--- src/rtl/simon_decrypt_pipe.sv ---
// simon_decrypt_pipe
//   SIMON32/64 decryptor. The core takes a 64-bit key and a 32-bit ciphertext
//   through a valid/ready handshake and expands the key schedule into an
//   internal 32x16 key RAM. It then runs the 32 decrypt rounds,
//   ROUNDS_PER_CYCLE of them per clock. The plaintext is held on plain_out
//   until the consumer accepts it.
//
// Parameters
//   ROUNDS_PER_CYCLE : decrypt rounds chained per clock (1,2,4,8,16,32)
//
// Ports
//   clk        : clock, rising edge
//   rst_n      : asynchronous active-low reset
//   in_valid   : key_in / cipher_in valid
//   in_ready   : core idle and able to accept a job
//   key_in     : {k3,k2,k1,k0}, k0 = key_in[15:0]
//   cipher_in  : ciphertext {x,y}, x = [31:16]
//   out_valid  : plain_out valid
//   out_ready  : consumer accepts plain_out
//   plain_out  : recovered plaintext {x,y}
//   busy       : key expansion or decryption in progress
//
// Optional build macro
//   KEY_CACHE_EN : remember the last fully expanded key. A job that uses the
//                  same key skips key expansion.

module simon_decrypt_pipe #(
  parameter int unsigned ROUNDS_PER_CYCLE = 1
) (
  input  logic        clk,
  input  logic        rst_n,
  input  logic        in_valid,
  output logic        in_ready,
  input  logic [63:0] key_in,
  input  logic [31:0] cipher_in,
  output logic        out_valid,
  input  logic        out_ready,
  output logic [31:0] plain_out,
  output logic        busy
);

  localparam int unsigned R          = ROUNDS_PER_CYCLE;
  // With R = 32 the step truncates to 0; the single group is also the last one.
  localparam logic [4:0]  ROUND_STEP = 5'(R);
  localparam logic [4:0]  LAST_GROUP = 5'(32 - R);
  localparam logic [4:0]  LAST_EXP   = 5'd27;
  localparam logic [15:0] KS_CONST   = 16'hFFFC;
  // z0 sequence of SIMON32. Bit i (LSB first) is z0[i].
  localparam logic [61:0] Z0         = 62'h19C3522FB386A45F;

  typedef enum logic [1:0] {IDLE, EXPAND, DECRYPT, DONE} state_t;

  state_t      state;
  logic [4:0]  ctr;
  logic [31:0] data;
  logic [15:0] key_ram [32];
  logic        cache_hit;

  function automatic logic [15:0] simon_f(input logic [15:0] v);
    return ({v[14:0], v[15]} & {v[7:0], v[15:8]}) ^ {v[13:0], v[15:14]};
  endfunction

  // Next key word while expanding: k[ctr+4] built from k[ctr], k[ctr+1], k[ctr+3].
  logic [15:0] ks_t;
  logic [15:0] ks_k3;
  logic [15:0] k_new;

  always_comb begin
    ks_k3 = key_ram[ctr + 5'd3];
    ks_t  = {ks_k3[2:0], ks_k3[15:3]} ^ key_ram[ctr + 5'd1];
    k_new = KS_CONST ^ {15'd0, Z0[ctr]} ^ key_ram[ctr] ^ ks_t ^ {ks_t[0], ks_t[15:1]};
  end

  // R chained decrypt rounds. Round j = ctr + r uses k[31-j], which is ~j in 5 bits.
  logic [31:0] dec_next;
  logic [15:0] rx;
  logic [15:0] ry;
  logic [15:0] rtmp;
  logic [4:0]  kidx;

  always_comb begin
    rx   = data[31:16];
    ry   = data[15:0];
    rtmp = '0;
    kidx = '0;
    for (int unsigned r = 0; r < R; r++) begin
      kidx = ~(ctr + 5'(r));
      rtmp = rx ^ simon_f(ry) ^ key_ram[kidx];
      rx   = ry;
      ry   = rtmp;
    end
    dec_next = {rx, ry};
  end

`ifdef KEY_CACHE_EN
  logic [63:0] cached_key;
  logic        cache_ok;

  // k0..k3 still hold the job's key when its expansion completes.
  always_ff @(posedge clk or negedge rst_n) begin
    if (!rst_n) begin
      cached_key <= '0;
      cache_ok   <= 1'b0;
    end else if (state == EXPAND && ctr == LAST_EXP) begin
      cached_key <= {key_ram[3], key_ram[2], key_ram[1], key_ram[0]};
      cache_ok   <= 1'b1;
    end
  end

  assign cache_hit = cache_ok && (key_in == cached_key);
`else
  assign cache_hit = 1'b0;
`endif

  always_ff @(posedge clk or negedge rst_n) begin
    if (!rst_n) begin
      state     <= IDLE;
      in_ready  <= 1'b1;
      out_valid <= 1'b0;
      busy      <= 1'b0;
      plain_out <= '0;
      data      <= '0;
      ctr       <= '0;
      for (int unsigned i = 0; i < 32; i++) key_ram[i] <= '0;
    end else begin
      case (state)
        IDLE: begin
          if (in_valid && in_ready) begin
            data     <= cipher_in;
            in_ready <= 1'b0;
            busy     <= 1'b1;
            ctr      <= '0;
            if (cache_hit) begin
              state <= DECRYPT;
            end else begin
              key_ram[0] <= key_in[15:0];
              key_ram[1] <= key_in[31:16];
              key_ram[2] <= key_in[47:32];
              key_ram[3] <= key_in[63:48];
              state      <= EXPAND;
            end
          end
        end
        EXPAND: begin
          key_ram[ctr + 5'd4] <= k_new;
          if (ctr == LAST_EXP) begin
            state <= DECRYPT;
            ctr   <= '0;
          end else begin
            ctr <= ctr + 5'd1;
          end
        end
        DECRYPT: begin
          data <= dec_next;
          ctr  <= ctr + ROUND_STEP;
          if (ctr == LAST_GROUP) begin
            state     <= DONE;
            plain_out <= dec_next;
            out_valid <= 1'b1;
            busy      <= 1'b0;
          end
        end
        DONE: begin
          if (out_ready) begin
            state     <= IDLE;
            out_valid <= 1'b0;
            in_ready  <= 1'b1;
          end
        end
        default: state <= IDLE;
      endcase
    end
  end

endmodule

--- config.mk ---
export PLATFORM = sky130hd
export DESIGN_NAME = simon_decrypt_pipe
export DESIGN_NICKNAME = d
export VERILOG_FILES = /design/src/rtl/simon_decrypt_pipe.sv
export SDC_FILE = /design/constraint.sdc
export NUM_CORES = 2
export LEC_CHECK = 0
export ABC_CLOCK_PERIOD_IN_PS = 4400
export BUFFER_PORTS_ARGS = -buffer_cell sky130_fd_sc_hd__clkbuf_2
export CAP_MARGIN = 20
export CORE_UTILIZATION = 57
export CTS_CLUSTER_DIAMETER = 50
export DETAILED_ROUTE_END_ITERATION = 7
export HOLD_SLACK_MARGIN = 0.03
export PLACE_DENSITY = 0.83
export SETUP_SLACK_MARGIN = 0.02
export SYNTH_ARGS = -nofsm -noshare
export SYNTH_HDL_FRONTEND = slang
export SYNTH_SLANG_ARGS = --single-unit
--- constraint.sdc ---
create_clock -name clk -period 4.4 [get_ports clk]
set_input_delay 0 -clock clk [delete_from_list [all_inputs] [get_ports clk]]
set_output_delay 0 -clock clk [all_outputs]
set_load 0.1 [all_outputs]
; Word-level counts from Yosys, hierarchy flattened
; Memory sizes are Yosys's and may differ from the RTL's.
; Index checks and enable logic that the tools add are counted.
[word_totals]
elab_cells = 126
mem_count = 1
out_inout_bits = 35
regBits = 586
mem_bits_ro = 32
input_bits = 100
[op_classes]
magnitude_cmp = 7
muxes = 37
addsub = 3
n_reduce_logical = 16
n_bitwise = 14
eq_ne = 9
[memory_table]
columns = name, words, word_bits, read_ports, rd_clocked_by_memory_dff, write_ports, line_no
row1 = (name not given), 32, 1, 1, 0, 0, 71  ; k_new = KS_CONST ^ {15'd0, Z0[ctr]} ^ key_ram[ctr] ^ ks_t ^ {ks_t[0], ks_t[15:1]};
[ops]
columns = cell, count
row1 = $bwmux W512, 1
row2 = $bmux W16 S5, 4
row3 = $mux W16, 9
row4 = $pmux W64 S2, 1
row5 = $xor A16 B16 Y16, 7
row6 = $demux W16 S5, 1
row7 = $mux W64, 1
row8 = $pmux W32 S2, 1
row9 = $mux W32, 1
row10 = $ge A6 B6 Y1 const B, 5
row11 = $not A5 Y6, 5
row12 = $and A16 B16 Y16, 1
row13 = $pmux W5 S3, 1
row14 = $eq A5 B5 Y1 const B, 2
row15 = $mux W5, 2
row16 = $reduce_and A3 Y1, 3
row17 = $mux W2, 4
row18 = $ne A2 B2 Y1 const B, 4
row19 = $pmux W2 S4, 1
row20 = $reduce_and A2 Y1, 4
row21 = $reduce_bool A2 Y1, 4
row22 = $lt A5 B7 Y1 const B, 1
row23 = $mux W1, 7
row24 = $lt A6 B1 Y1 const B, 1
row25 = other kinds (11), 15

; Depth between registers and ports, before layout
[logic_depth]
depth_word = 10
mapped_depth = 19
mapped_depth_nobuf = 11

; Worst setup path before layout
; OpenSTA, ideal clock, no wires.
[synth_path]
kind = flip-flop to flip-flop
start = register ctr[1]
end = register key_ram[312] in the netlist's numbering
t_arrival_ns = 4.071
n_path_buf = 8
stages_incl_launch_ff = 18
t_required_ns = 4.267
synth_period_minus_slack_ns = 4.205
setup_slack_ns = 0.195
setup_time_ns = 0.133
cell_sequence = dfrtp_1 -> buf_2 -> buf_2 -> inv_1 -> buf_1 -> ha_1 -> buf_2 -> buf_2 -> buf_1 -> buf_2 -> mux4_2 -> a22oi_1 -> nand3_1 -> xor2_1 -> xnor2_1 -> xnor2_1 -> clkbuf_1 -> o21ai_0
[synth_via]
elab_chain_len = 9
word_cells_on_any_way = 26
cone_classes = add/sub (3) / order compare (2) / mux (12) / bitwise (8) / reduce/logical (1)
[synth_lines]
columns = element, line_no
row1 = from (decl), 54  ; logic [4:0] ctr;
row2 = from (signal assigned), 150  ; ctr <= ctr + 5'd1;
row3 = from (signal assigned), 155  ; ctr <= ctr + ROUND_STEP;
row4 = $add A5 B2 Y5 / $add A5 B1 Y5 (equally long branches), "69, 70"
row5 = $not A5 Y6 (on tied branches), "69, 70"
row6 = $bmux W16 S5 (on tied branches), "69, 70"
row7 = $mux W16 (on tied branches) (2 in series), "69, 70"
row8 = $xor A16 B16 Y16, 70  ; ks_t = {ks_k3[2:0], ks_k3[15:3]} ^ key_ram[ctr + 5'd1];
row9 = $xor A16 B16 Y16 (2 in series), 71
row10 = $bwmux W512 (*), 145  ; key_ram[ctr + 5'd4] <= k_new;
row11 = "to (signal, indexed assignment)", 145
row12 = to (decl), 56  ; logic [15:0] key_ram [32];
; Mark *: on every way between the ends. The rest lies on a longest branch, timed or not. The select of a mux whose other input is x is not followed.
; A chain may end at the register's enable or synchronous reset.

; Worst setup path in the final report
[layout_path]
start = register ctr[2]
end = register key_ram[452] in the netlist's numbering
[layout_via]
elab_chain_len = 10
word_cells_on_any_way = 27
cone_classes = add/sub (3) / order compare (2) / mux (13) / bitwise (8) / reduce/logical (1)
[layout_lines]
columns = element, line_no
row1 = $add A5 B2 Y5 / $add A5 B1 Y5 (equally long branches), "69, 70"
row2 = $not A5 Y6 (on tied branches), "69, 70"
row3 = $bmux W16 S5 (on tied branches), "69, 70"
row4 = $mux W16 (on tied branches) (2 in series), "69, 70"
row5 = $xor A16 B16 Y16, 70
row6 = $xor A16 B16 Y16 (2 in series), 71
row7 = $bwmux W512 (*), 145
row8 = $pmux W64 S2 (*), 126  ; case (state)
; Marked as above.

==> flow_summary.json <==
{
  "antenna_found_initial": 7,
  "path_buf_inv": 3,
  "avgSynthCellArea_sq_um": 10.81,
  "first_pass_iters": 6,
  "max_cap_violations": 0,
  "clk-insertion-delay-late_ns": 0.64,
  "run_status": "completed",
  "ys_warn_count": 0,
  "fp.coreArea_sq_mm": 0.06633,
  "synth-main-ff-cell": "dfrtp_1",
  "finalHoldViolations": 0,
  "critical-path-top-delay-family": "XOR/XNOR gates",
  "cts.reportedPaths.clkPinSlew_ns": 0.07,
  "rows": 94,
  "die-area_sq_mm": 0.06868,
  "critPathMaxFanout": 26,
  "grt_pass1_wl_microns": 206200,
  "drive_gt1_frac": 0.2441,
  "fp.dieW_microns": 262.1,
  "vias": 34049,
  "place_hpwl_microns": 87070,
  "post-route-period-util": 0.9981,
  "syn_area_sq_mm": 0.03855,
  "crit_required_ns": 4.90,
  "critPathLaunchType": "flip-flop",
  "io_buffer_count": 134,
  "endpoint_kind": "flip-flop",
  "setup_tns_ns": 0,
  "cts_tree": "yes",
  "crit_type": "flip-flop to flip-flop",
  "grt_util_all_layers": 0.4045,
  "route.detailed.drc": 0,
  "cts_buffers": 68,
  "max_slew_margin": 0.2950,
  "wl_microns": 137700,
  "placedInstanceArea_sq_mm": 0.04029,
  "synthMostInstantiatedCell": "nand2_1",
  "ir_drop_mv": 1.579,
  "clock-sinks": 586,
  "rsz0062_at_grt": "no",
  "place_congestion": 0.9941,
  "setup_viol": 0,
  "ys_async_sr_fraction": 1.000,
  "stdcell_area_sq_mm": 0.04367,
  "worst_pin_slew_ns": 1.028,
  "max_freq_mhz": 227.7,
  "synth_top_area_frac": 0.3797,
  "ys_top_cells_by_count": "764 x nand2_1, 585 x dfrtp_1, 479 x o21ai_0, 424 x mux4_2, 222 x mux2i_1",
  "cp_cell_sequence": "buf_4, xnor2_2, buf_4, nor2_1, nand3_1, nand4_1, xor2_1, xnor2_1, xnor2_2, buf_12, o211ai_1",
  "ios": 135,
  "cts_root_buf": "clkbuf_16",
  "synth_fp_nets": 3678,
  "cts_max_path_buffers": 3,
  "synth.area.top_cells": "dfrtp_1 38%, mux4_2 25%, nand2_1 7.4%, o21ai_0 6.2%, mux2i_1 5.8%",
  "yosysTopAreaCell": "dfrtp_1",
  "max_stage_delay_ns": 0.71,
  "ys_seq_area_frac": 0.3804,
  "crit_slowest_cell": "xnor2_2",
  "finalNetCount": 3787,
  "synth-edff-count": 0,
  "p_leak_nw": 17.33,
  "ys_seq_elements": 586,
  "yosysUniqueCellTypes": 58,
  "wl_per_cell_microns": 30.00,
  "finClkSkew_ns": 0.02541,
  "crit_arrival_ns": 4.89,
  "synthToLayoutAreaGrowth_pct": 13.27,
  "grt_max_degree": 142,
  "cellPowerDensity_mw_per_mm2": 852.5,
  "hp-class": "input port to async pin",
  "htreeDepth": 3,
  "initial_core_util": 0.5812,
  "fillers": 4634,
  "drv_slew": 0,
  "viasPerCell": 7.416,
  "grt-ovfl-total": 0,
  "grt_pass1_vias": 33710,
  "drtIter0Drc": 5790,
  "post-route-min-period_ns": 4.392,
  "drtAntennaViolNets": 0,
  "syn_inst": 3565,
  "die_h_microns": 262.1
}
[repair_timing]
action / 4_1_cts / 5_1_grt
endpoints found under the hold margin: 197 / 0
endpoints found under the setup margin: 0 / 65
buffers inserted: 0 / 1
gates resized for setup: 0 / 3
hold buffers: 100 / 0
[routing by layer]
metal	part of all wire	wire [microns]	vias to the layer above	track usage
met1	0.31	43220	16408	0.4845
met3	0.16	21770	948	0.1549
li1	-	-	13512	-
met5	0.0010	139	-	0.009028
met2	0.43	59860	3169	0.5893
met4	0.092	12740	12	0.3128
[registers in the layout (all words and copies together), names as in the netlist]
register and count:
out_valid 1, in_ready 1, ctr 5, plain_out 32, key_ram 512, busy 1
data 32, state 2
[kinds of logic after synthesis]
| logic type | count (synthesis) | share of synthesized area |
|---|---|---|
| xor gates and xnor gates | 109 | 0.02694 |
| buffers and inverters | 371 | 0.04676 |
| muxes | 689 | 0.3179 |
| DFF | 586 | 0.3804 |
| AOI/OAI and AO/OA | 788 | 0.1169 |
| and+or+nand+nor | 1009 | 0.1069 |
| adders and majority gates | 13 | 0.004219 |
[worst paths after layout]
path                                     from             to  slack [ns]  depth (start not counted)
worst max register to register         ctr[2]   key_ram[452]       0.008                         11
max in group asynchronous               rst_n    key_ram[86]        3.13                          3
worst min register to register  plain_out[10]  plain_out[10]        0.49                          2
min in group clk                   key_in[26]   key_ram[490]        0.16                          4
worst min-delay path                    rst_n  plain_out[26]        0.01                          2
worst max-delay path                   ctr[2]   key_ram[452]       0.008                         11
[metrics by stage]
stage | total power, mW | cells | util | setup WS [ns] | hold slack (ns)
after global routing | 38.29 | 4589 | 0.6583 | 0.03234 | 0.1012
after detailed placement | 29.84 | 4366 | 0.6073 | 0.1743 | 0.07716
after global placement | 29.24 | 4365 | 0.6071 | 0.07749 | 0.07887
final | 37.23 | 4591 | 0.6583 | 0.008476 | 0.01391
after CTS | 35.97 | 4586 | 0.6574 | 0.1670 | 0.04174
after floorplan | 21.65 | 3565 | - | 0.1951 | -0.2956
[placed cells by master, fill, tap and decap left out, types with 74 or more instances in the layout]
master,count
o211ai_1,74
mux4_2,424
buf_4,126
dfrtp_1,580
o21ai_0,479
dlygate4sd3_1,100
clkbuf_2,133
mux2i_1,222
nand2_1,763
nand3_1,124
[report_power, final]
part	internal [mW]	leakage [nW]	switching, mW
sequential	6.29	7.99	1.18
clock	3.53	1.12	2.42
combinational	8.21	8.21	15.6
total	18.0	17.3	19.2
[final cells by class]
| type | count | area [sq um] | share of cell area |
|---|---|---|---|
| Clock inverter | 26 | 369.1 | 0.008452 |
| Inverter | 20 | 77.57 | 0.001776 |
| Timing Repair Buffer | 390 | 3214 | 0.07360 |
| Tap cell | 864 | 1081 | 0.02475 |
| Sequential cell | 586 | 14680 | 0.3361 |
| Clock buffer | 94 | 1951 | 0.04467 |
| Multi-Input combinational cell | 2608 | 22290 | 0.5104 |
| Antenna cell | 3 | 7.507 | 0.0001719 |
Power figures use the tool's default switching activity.
